$ cat config.mk
export PLATFORM = sky130hd
export DESIGN_NAME = paint_scheduler
export DESIGN_NICKNAME = d
export VERILOG_FILES = /design/src/rtl/paint_pkg.sv /design/src/rtl/sync_fifo.sv /design/src/rtl/paint_scheduler.sv
export SDC_FILE = /design/constraint.sdc
export NUM_CORES = 1
export LEC_CHECK = 0
export ABC_AREA = 1
export BUFFER_PORTS_ARGS = -buffer_cell sky130_fd_sc_hd__buf_2
export CAP_MARGIN = 10
export CORE_MARGIN = 2
export CORE_UTILIZATION = 45
export CTS_CLUSTER_SIZE = 16
export DETAILED_ROUTE_END_ITERATION = 6
export PLACE_DENSITY_LB_ADDON = 0.15
export SLEW_MARGIN = 20
export SYNTH_ARGS = -nofsm -noshare
export SYNTH_HDL_FRONTEND = slang
export SYNTH_SLANG_ARGS = --single-unit
export TNS_END_PERCENT = 20
$ cat constraint.sdc
create_clock -name clk -period 3.6 [get_ports clk]
set_clock_uncertainty 0.2 [all_clocks]
set_input_delay 1.08 -clock clk [delete_from_list [all_inputs] [get_ports clk]]
set_output_delay 1.08 -clock clk [all_outputs]
set_load 0.02 [all_outputs]
$ cat src/rtl/paint_pkg.sv
// Shared definitions for the paint pipeline: scan FSM states, bus widths
// and default screen geometry used by the scheduler, renderers and LCD writer.
package paint_pkg;

  typedef enum logic [1:0] {
    IDLE  = 2'd0,
    SCAN  = 2'd1,
    DRAIN = 2'd2
  } state_e;

  localparam int unsigned COLOR_W = 16;
  localparam int unsigned COORD_W = 16;

  localparam int unsigned DEF_X_SIZE     = 480;
  localparam int unsigned DEF_Y_SIZE     = 800;
  localparam int unsigned DEF_PIPE_LAT   = 5;
  localparam int unsigned DEF_FIFO_DEPTH = 16;

endpackage

$ cat src/rtl/sync_fifo.sv
// Synchronous single-clock FIFO with occupancy count.
// Ports:
//   clk_i, rst_i      clock, synchronous active-high reset (pointers/count)
//   wr_en_i/wr_data_i push side (ignored when full)
//   rd_en_i/rd_data_o pop side; rd_data_o is the current head (show-ahead)
//   empty_o, full_o   status flags
//   count_o           number of stored entries, 0..DEPTH
module sync_fifo #(
  parameter int unsigned WIDTH = 17,
  parameter int unsigned DEPTH = 16
) (
  input  logic                     clk_i,
  input  logic                     rst_i,
  input  logic                     wr_en_i,
  input  logic [WIDTH-1:0]         wr_data_i,
  input  logic                     rd_en_i,
  output logic [WIDTH-1:0]         rd_data_o,
  output logic                     empty_o,
  output logic                     full_o,
  output logic [$clog2(DEPTH):0]   count_o
);

  localparam int unsigned AW = $clog2(DEPTH);

  logic [WIDTH-1:0] mem_q [DEPTH];
  logic [AW-1:0]    wptr_q;
  logic [AW-1:0]    rptr_q;
  logic [AW:0]      count_q;
  logic             do_wr;
  logic             do_rd;

  assign empty_o   = (count_q == '0);
  assign full_o    = (count_q == (AW+1)'(DEPTH));
  assign do_wr     = wr_en_i && !full_o;
  assign do_rd     = rd_en_i && !empty_o;
  assign rd_data_o = mem_q[rptr_q];
  assign count_o   = count_q;

  always_ff @(posedge clk_i) begin
    if (do_wr) begin
      mem_q[wptr_q] <= wr_data_i;
    end
  end

  always_ff @(posedge clk_i) begin
    if (rst_i) begin
      wptr_q  <= '0;
      rptr_q  <= '0;
      count_q <= '0;
    end else begin
      if (do_wr) begin
        wptr_q <= wptr_q + AW'(1);
      end
      if (do_rd) begin
        rptr_q <= rptr_q + AW'(1);
      end
      count_q <= count_q + (AW+1)'(do_wr) - (AW+1)'(do_rd);
    end
  end

endmodule

$ cat src/rtl/paint_scheduler.sv
// Frame scan controller: issues (paint_x, paint_y) coordinates to the
// fixed-latency renderer pipeline, captures the returned colors into a
// credit-protected FIFO and streams them to the LCD writer.
// Ports:
//   clk, rst                    clock, synchronous active-high reset
//   frame_start                 start a frame (only honoured in IDLE)
//   busy, frame_done            frame in progress / one-cycle end pulse
//   paint_x, paint_y, paint_valid  coordinate issue to the renderers
//   paint_color                 renderer result, PIPE_LAT cycles after issue
//   out_color, out_valid, out_last, out_ready  pixel stream to LCD writer
module paint_scheduler
  import paint_pkg::*;
#(
  parameter int unsigned X_SIZE     = DEF_X_SIZE,
  parameter int unsigned Y_SIZE     = DEF_Y_SIZE,
  parameter int unsigned PIPE_LAT   = DEF_PIPE_LAT,
  parameter int unsigned FIFO_DEPTH = DEF_FIFO_DEPTH
) (
  input  logic                      clk,
  input  logic                      rst,
  input  logic                      frame_start,
  output logic                      busy,
  output logic                      frame_done,
  output logic signed [COORD_W-1:0] paint_x,
  output logic signed [COORD_W-1:0] paint_y,
  output logic                      paint_valid,
  input  logic        [COLOR_W-1:0] paint_color,
  output logic        [COLOR_W-1:0] out_color,
  output logic                      out_valid,
  output logic                      out_last,
  input  logic                      out_ready
);

  localparam int unsigned XW    = (X_SIZE > 1) ? $clog2(X_SIZE) : 1;
  localparam int unsigned YW    = (Y_SIZE > 1) ? $clog2(Y_SIZE) : 1;
  localparam int unsigned CNT_W = $clog2(FIFO_DEPTH) + 1;

  localparam logic [XW-1:0] X_LAST = XW'(X_SIZE - 1);
  localparam logic [YW-1:0] Y_LAST = YW'(Y_SIZE - 1);

  state_e               state_q;
  logic                 busy_q;
  logic                 done_q;
  logic [XW-1:0]        x_q;
  logic [YW-1:0]        y_q;
  logic [PIPE_LAT-1:0]  vpipe_q;
  logic [PIPE_LAT-1:0]  lpipe_q;

  logic [CNT_W-1:0]     inflight;
  logic [CNT_W-1:0]     fifo_count;
  logic [CNT_W:0]       outstanding;
  logic                 issue;
  logic                 last_coord;
  logic                 pop;
  logic                 fifo_empty;
  logic                 fifo_full;
  logic [COLOR_W:0]     fifo_head;

  assign last_coord = (x_q == X_LAST) && (y_q == Y_LAST);

  // Credit is FIFO occupancy plus everything still in the renderer; a pop in
  // this cycle only frees a slot once it is reflected in fifo_count.
  always_comb begin
    inflight = '0;
    for (int unsigned i = 0; i < PIPE_LAT; i++) begin
      inflight = inflight + CNT_W'(vpipe_q[i]);
    end
    outstanding = {1'b0, fifo_count} + {1'b0, inflight};
    issue       = (state_q == SCAN) && (outstanding < (CNT_W+1)'(FIFO_DEPTH));
  end

  assign pop = out_valid && out_ready;

  always_ff @(posedge clk) begin
    if (rst) begin
      state_q <= IDLE;
      busy_q  <= 1'b0;
      done_q  <= 1'b0;
      x_q     <= '0;
      y_q     <= '0;
    end else begin
      done_q <= 1'b0;
      unique case (state_q)
        IDLE: begin
          if (frame_start) begin
            state_q <= SCAN;
            busy_q  <= 1'b1;
            x_q     <= '0;
            y_q     <= '0;
          end
        end
        SCAN: begin
          if (issue) begin
            if (last_coord) begin
              state_q <= DRAIN;
            end else if (x_q == X_LAST) begin
              x_q <= '0;
              y_q <= y_q + YW'(1);
            end else begin
              x_q <= x_q + XW'(1);
            end
          end
        end
        DRAIN: begin
          if (pop && out_last) begin
            state_q <= IDLE;
            busy_q  <= 1'b0;
            done_q  <= 1'b1;
          end
        end
        default: begin
          state_q <= IDLE;
          busy_q  <= 1'b0;
        end
      endcase
    end
  end

  // Valid and last flags travel alongside each coordinate through the renderer.
  always_ff @(posedge clk) begin
    if (rst) begin
      vpipe_q <= '0;
      lpipe_q <= '0;
    end else begin
      vpipe_q[0] <= issue;
      lpipe_q[0] <= issue && last_coord;
      for (int unsigned i = 1; i < PIPE_LAT; i++) begin
        vpipe_q[i] <= vpipe_q[i-1];
        lpipe_q[i] <= lpipe_q[i-1];
      end
    end
  end

  sync_fifo #(
    .WIDTH (COLOR_W + 1),
    .DEPTH (FIFO_DEPTH)
  ) u_fifo (
    .clk_i     (clk),
    .rst_i     (rst),
    .wr_en_i   (vpipe_q[PIPE_LAT-1]),
    .wr_data_i ({lpipe_q[PIPE_LAT-1], paint_color}),
    .rd_en_i   (pop),
    .rd_data_o (fifo_head),
    .empty_o   (fifo_empty),
    .full_o    (fifo_full),
    .count_o   (fifo_count)
  );

  assign busy        = busy_q;
  assign frame_done  = done_q;
  assign paint_valid = issue;
  assign paint_x     = COORD_W'(x_q);
  assign paint_y     = COORD_W'(y_q);
  assign out_valid   = !fifo_empty;
  assign out_color   = out_valid ? fifo_head[COLOR_W-1:0] : '0;
  assign out_last    = out_valid && fifo_head[COLOR_W];

endmodule

# == After elaboration in Yosys (flattened, before gate mapping) ==
# Memories as Yosys holds them, arrays and structs flattened. A register that Yosys moved wholly into a read port is not among the register bits.
# Cells that the tools add are included.
# totals
ff_bits,46
ram_bits,272
in_bits,20
elab_cells,78
n_memories,1
# op_classes
addsub,11
order_cmp,1
n_eq_ne,11
mux,24
bitwise,2
n_reduce_logical,18
# memory_table
memory,depth,width,rd,rd_ports_with_merged_regs,write_ports,line_no,text
u_fifo.mem_q,16,17,1,1,1,sync_fifo.sv:25,logic [WIDTH-1:0] mem_q [DEPTH];
# ops
operator,n
10-bit 2-to-1 mux,4
9-bit 2-to-1 mux,4
10-bit one-hot mux with 2 select lines,1
9-bit one-hot mux with 2 select lines,1
16-bit 2-to-1 mux,1
2-bit inequality test (second input constant),6
10-bit by 1-bit adder with 10-bit output (second input constant),1
10-bit == test (second input constant),1
9-bit by 1-bit adder with 9-bit output (second input constant),1
9-bit == test (second input constant),1
4-bit by 1-bit adder with 4-bit output (second input constant),2
1-bit logical AND,8
2-bit 2-to-1 mux,4
4-bit 2-to-1 mux,2
4-bit AND reduction,2
5-bit by 5-bit adder with 6-bit output,1
6-bit by 5-bit < comparator with 1-bit output (second input constant),1
2-bit one-hot mux with 3 select lines,1
4-bit by 1-bit adder with 5-bit output,1
5-bit by 1-bit adder with 5-bit output,1
5-bit == test (second input constant),1
5-bit zero test,1
1-bit 2-to-1 mux,5
5-bit AND reduction,1
other kinds (13),15

# == Logic depth before layout (Yosys ltp) ==
# depth
ltp_word,9
depth_mapped,15

# == By module ==
# Synthesis repeated with hierarchy kept, for this count alone.
# unflattened
hier_cells,1563
area_unflattened_um2,14657.8
# by_module_without_submodules
module,instances,cells_each,area_per_inst_um2
sync_fifo,1,1229,12512.0
paint_scheduler,1,334,2145.8

# == Least setup slack after synthesis ==
# OpenSTA, ideal clock, no wires.
# synth_timing
kind,register -> output
start,reg vpipe_q[0]
end,out paint_valid
arrival_time_ns,2.071
slack_ns,0.249
stages_incl_launch_ff,10
n_path_buf,0
path_cell_list,dfxtp_1 fa_1 fa_1 ha_1 nand4_1 nand2_1 nand2_1 nand2_1 nand3_2 nor2_1
# synth_via
elab_chain_cells,7
# synth_rtl
element,line_no,text
start: declaration,paint_scheduler.sv:46,logic [PIPE_LAT-1:0] vpipe_q;
start signal: assignment,paint_scheduler.sv:125,vpipe_q[0] <= issue;
start signal: indexed assignment,paint_scheduler.sv:128,vpipe_q[i] <= vpipe_q[i-1];
1-bit by 1-bit adder with 2-bit output,paint_scheduler.sv:66,inflight = inflight + CNT_W'(vpipe_q[i]);
2-bit by 1-bit adder with 3-bit output,paint_scheduler.sv:66,
3-bit by 1-bit adder with 4-bit output,paint_scheduler.sv:66,
4-bit by 1-bit adder with 5-bit output,paint_scheduler.sv:66,
5-bit by 5-bit adder with 6-bit output,paint_scheduler.sv:68,"outstanding = {1'b0, fifo_count} + {1'b0, inflight};"
6-bit by 5-bit < comparator with 1-bit output,paint_scheduler.sv:69,issue = (state_q == SCAN) && (outstanding < (CNT_W+1)'(FIFO_DEPTH));
1-bit logical AND,paint_scheduler.sv:69,
end: declaration,paint_scheduler.sv:26,"output logic paint_valid,"
# No other way between the ends.

# == Final worst setup path ==
# Ends and elaborated chain as after synthesis.

==> results.sh <==
export IMPL_cpPeakStageDelay_ns=0.48
export IMPL_syn_mean_instance_area_um2=11.8
export IMPL_firstDrtPassIters=5
export IMPL_drt_iter0_drc=813
export IMPL_synth_area_mux_share=0
export IMPL_placed_cell_area_um2=14200
export IMPL_gp_congestion=0.774
export IMPL_vias=8942
export IMPL_synth_simple_area_share=0.120
export IMPL_detail_route_vias_per_cell=5.45
export IMPL_die_w_um=177
export IMPL_synth_async_reset_ratio=0
export IMPL_synth_area_um2=13400
export IMPL_grt_util_all_layers=0.210
export IMPL_path_class="flop to primary output"
export IMPL_cts_root_buf="clkbuf_16"
export IMPL_maxCapViolations=0
export IMPL_synth_edf_count=272
export IMPL_synth_fa_ha_area_frac=0.0203
export IMPL_synthFlopType="edfxtp_1"
export IMPL_cts_htree_levels=2
export IMPL_p_per_area_nw_per_um2=652
export IMPL_cp_slowest_cell="fa_1"
export IMPL_core_um2=29500
export IMPL_slew_violations=0
export IMPL_die_area_um2=31200
export IMPL_synth_largest_area_cell="edfxtp_1"
export IMPL_synthDominantCellAreaShare=0.609
export IMPL_ant_nets=0
export IMPL_synth_compound_area_share=0.115
export IMPL_synth_top_family_by_area="simple AND/OR/NAND/NOR gates"
export IMPL_antenna_found_initial=1
export IMPL_clock_latency_ns=0.51
export IMPL_rsz0062_at_grt="yes"
export IMPL_drc=0
export IMPL_cts_tree="done"
export IMPL_io_buffers=59
export IMPL_num_nets_final=1266
export IMPL_clkTransAtPathRegs_ns=0.06
export IMPL_p_leak_nw=5.48
export IMPL_grt_max_degree=46
export IMPL_endpoint_kind="primary output"
export IMPL_start_util=0.455
export IMPL_finish_instance_area_um2=15500
export IMPL_max_slew_margin_rel=0.631
export IMPL_num_antenna_cells=0
export IMPL_fillers=2547
export IMPL_synth_area_top_cells="edfxtp_1, dfxtp_1, nor2_1"
export IMPL_totalWireLength_um=33100
export IMPL_setup_tns_final_ns=-0.208
export IMPL_syn_inst=1136
export IMPL_place_worst_setup_slack_ns=0.171
export IMPL_cp_data_arrival_time_ns=2.53
export IMPL_ys_warn_count=0
export IMPL_critPathTopFamily="adder cells"
export IMPL_path_common_cell="nand2_1"
export IMPL_grt_pass1_wl_um=49600
export IMPL_clock_sinks=322
export IMPL_cts_hold_buf=0
export IMPL_hpwl_um=17900
export IMPL_grt_pass1_vias=8614
export IMPL_layout_area_seq_um2=9180
export IMPL_synth_seq_cells=322
export IMPL_startpoint_type="flop"
export IMPL_min_period_ns=3.81
export IMPL_die_h_um=177
export IMPL_finalSetupViolations=1
export IMPL_ys_seq_area_frac=0.684
export IMPL_multi_input_area_um2=3600
export IMPL_max_freq_mhz=263
export IMPL_critPathBufInv=1
export IMPL_finalHoldViolations=0
export IMPL_placementRows=63
export IMPL_ios=73
export IMPL_cts_buffer_depth=3
export IMPL_cts_made_buffers=34
export IMPL_syn_to_final_growth_pct=15.9
export IMPL_worst_pin_slew_ns=0.553
export IMPL_grt_remaining_overflow=0
export IMPL_drive_gt1_frac=0.169
export IMPL_worstPathRequired_ns=2.32
export IMPL_synth_xor_area_frac=0.00523
export IMPL_min_period_over_period=1.06
export IMPL_avgRoutedWirePerCell_um=20.1
export IMPL_min_path_type="flop to flop"
export IMPL_crit_chain="fa_1, fa_2, ha_1, nand4_1, nand2_2, nand2_1, nand2_1, nand3_2, nor2_2, buf_6"
export IMPL_ir_drop_mv=0.374
export IMPL_failed_checks="negative setup slack"
export IMPL_yosys_cell_types_count=44
export IMPL_setup_ws_ns=-0.208
export IMPL_status="finished with violations"
export IMPL_crit_fanout=3
[cells by family after synthesis]
group / after synthesis
AND/OR/NAND/NOR: 381
buffers and inverters: 138
flip-flops: 322
other: 1
XOR/XNOR: 8
AO/OA/AOI/OAI: 266
adder cells (fa/ha/maj): 20
[final timing paths]
check           endpoint       start  cells past startpoint  slack (ns)
max          paint_valid  vpipe_q[0]                     10       -0.21
min reg2reg   lpipe_q[3]  lpipe_q[2]                      2        0.20
max reg2reg       y_q[1]  vpipe_q[0]                     15        0.56
min           lpipe_q[3]  lpipe_q[2]                      2        0.20
[metal layers]
metal  global-route usage  wire length (µm)  vias up
li1                     -                 -     4246
met1                0.281             14300     4350
met2                0.362             16100      300
met3               0.0308              2110       44
met4               0.0513               569        2
met5                    0                13        -
[through the flow]
stage / hold WS [ns] / util / power [W] / instances
after floorplan: 0.188 / - / 0.00579 / 1148
after global placement: 0.193 / 0.481 / 0.00652 / 1569
after detailed placement: 0.199 / 0.481 / 0.00654 / 1569
after CTS: 0.208 / 0.521 / 0.0101 / 1635
after global routing: 0.234 / 0.527 / 0.0106 / 1642
final: 0.204 / 0.527 / 0.0101 / 1642
[Yosys cell counts, types with 3 or more instances]
master    count
clkbuf_8      7
ha_1         17
nand2_1      84
nand2_2       3
dfxtp_1      50
buf_4        21
nor4_1        3
clkbuf_1     20
a21oi_1      46
clkinv_1      3
o21ai_1      11
buf_2        17
inv_1        55
edfxtp_1    272
nand3_1      57
buf_6         5
o22ai_1      20
nand4_1       7
fa_1          3
inv_2         3
nor2_2        5
nand3_2       3
o221ai_1     44
nor3_1        6
nor2_1      207
o21ai_0     139
xor2_1        7
nor3b_1       3
[report_power, final]
| group | internal [W] | leakage, nW | switching [W] |
|---|---|---|---|
| clock network | 0.00204 | 0.528 | 0.00139 |
| registers | 0.00410 | 2.86 | 0.000105 |
| logic | 0.000892 | 2.10 | 0.00160 |
| total | 0.00703 | 5.48 | 0.00309 |
[cell type report]
type,instances,share of cell area
clock buffers,44,0.0572
clock inverters,18,0.0128
inverters,63,0.0159
multi-input cells,688,0.232
flip-flops and latches,322,0.591
well taps,390,0.0314
repair buffers,117,0.0597
[worst reg2reg max path: cells and delay by family (launching register included)]
kind,cells,cell delay (ns)
fa+ha+maj,3,1.09
simple gates,9,0.82
buf+inv,2,0.39
flops,1,0.33
compound gates,1,0.06
[cells in the final DEF (no fill, tap or decap), types with 3 or more instances in the layout]
cell       Yosys  layout
clkbuf_16      0      36
nor3b_1        3       3
clkbuf_1      20      10
o21ai_0      139     139
buf_2         17      58
nand3_2        3       3
xor2_1         7       7
buf_6          5       3
buf_4         21      43
nand2_1       84      83
a21oi_2        1       8
nand4_1        7       7
buf_12         0       7
o21ai_1       11      11
nand3_1       57      57
clkinv_2       1       4
nor2_2         5      22
o221ai_1      44      44
nor3_1         6       6
a21oi_1       46      39
nor2_1       207     190
clkinv_1       3      11
inv_1         55      55
conb_1         1      13
bufinv_16      0       4
nor4_1         3       3
ha_1          17      17
dfxtp_2        0       3
nand2_2        3       4
edfxtp_1     272     272
dfxtp_1       50      45
o22ai_1       20      20
[timing repair]
item,CTS,global route
endpoints found under the setup margin,16,15
pin swaps,3,5
cloned,1,2
resized for setup,12,20
setup buffers,3,5
[registers in the layout (all words and copies together), names as in the netlist, 2 cells and up, named ones only]
name            cells
u_fifo.mem_q      272
x_q                 9
vpipe_q             5
u_fifo.count_o      5
state_q             2
u_fifo.rptr_q       4
lpipe_q             5
u_fifo.wptr_q       4
y_q                10
No activity file was read; power rests on OpenSTA's default activity.
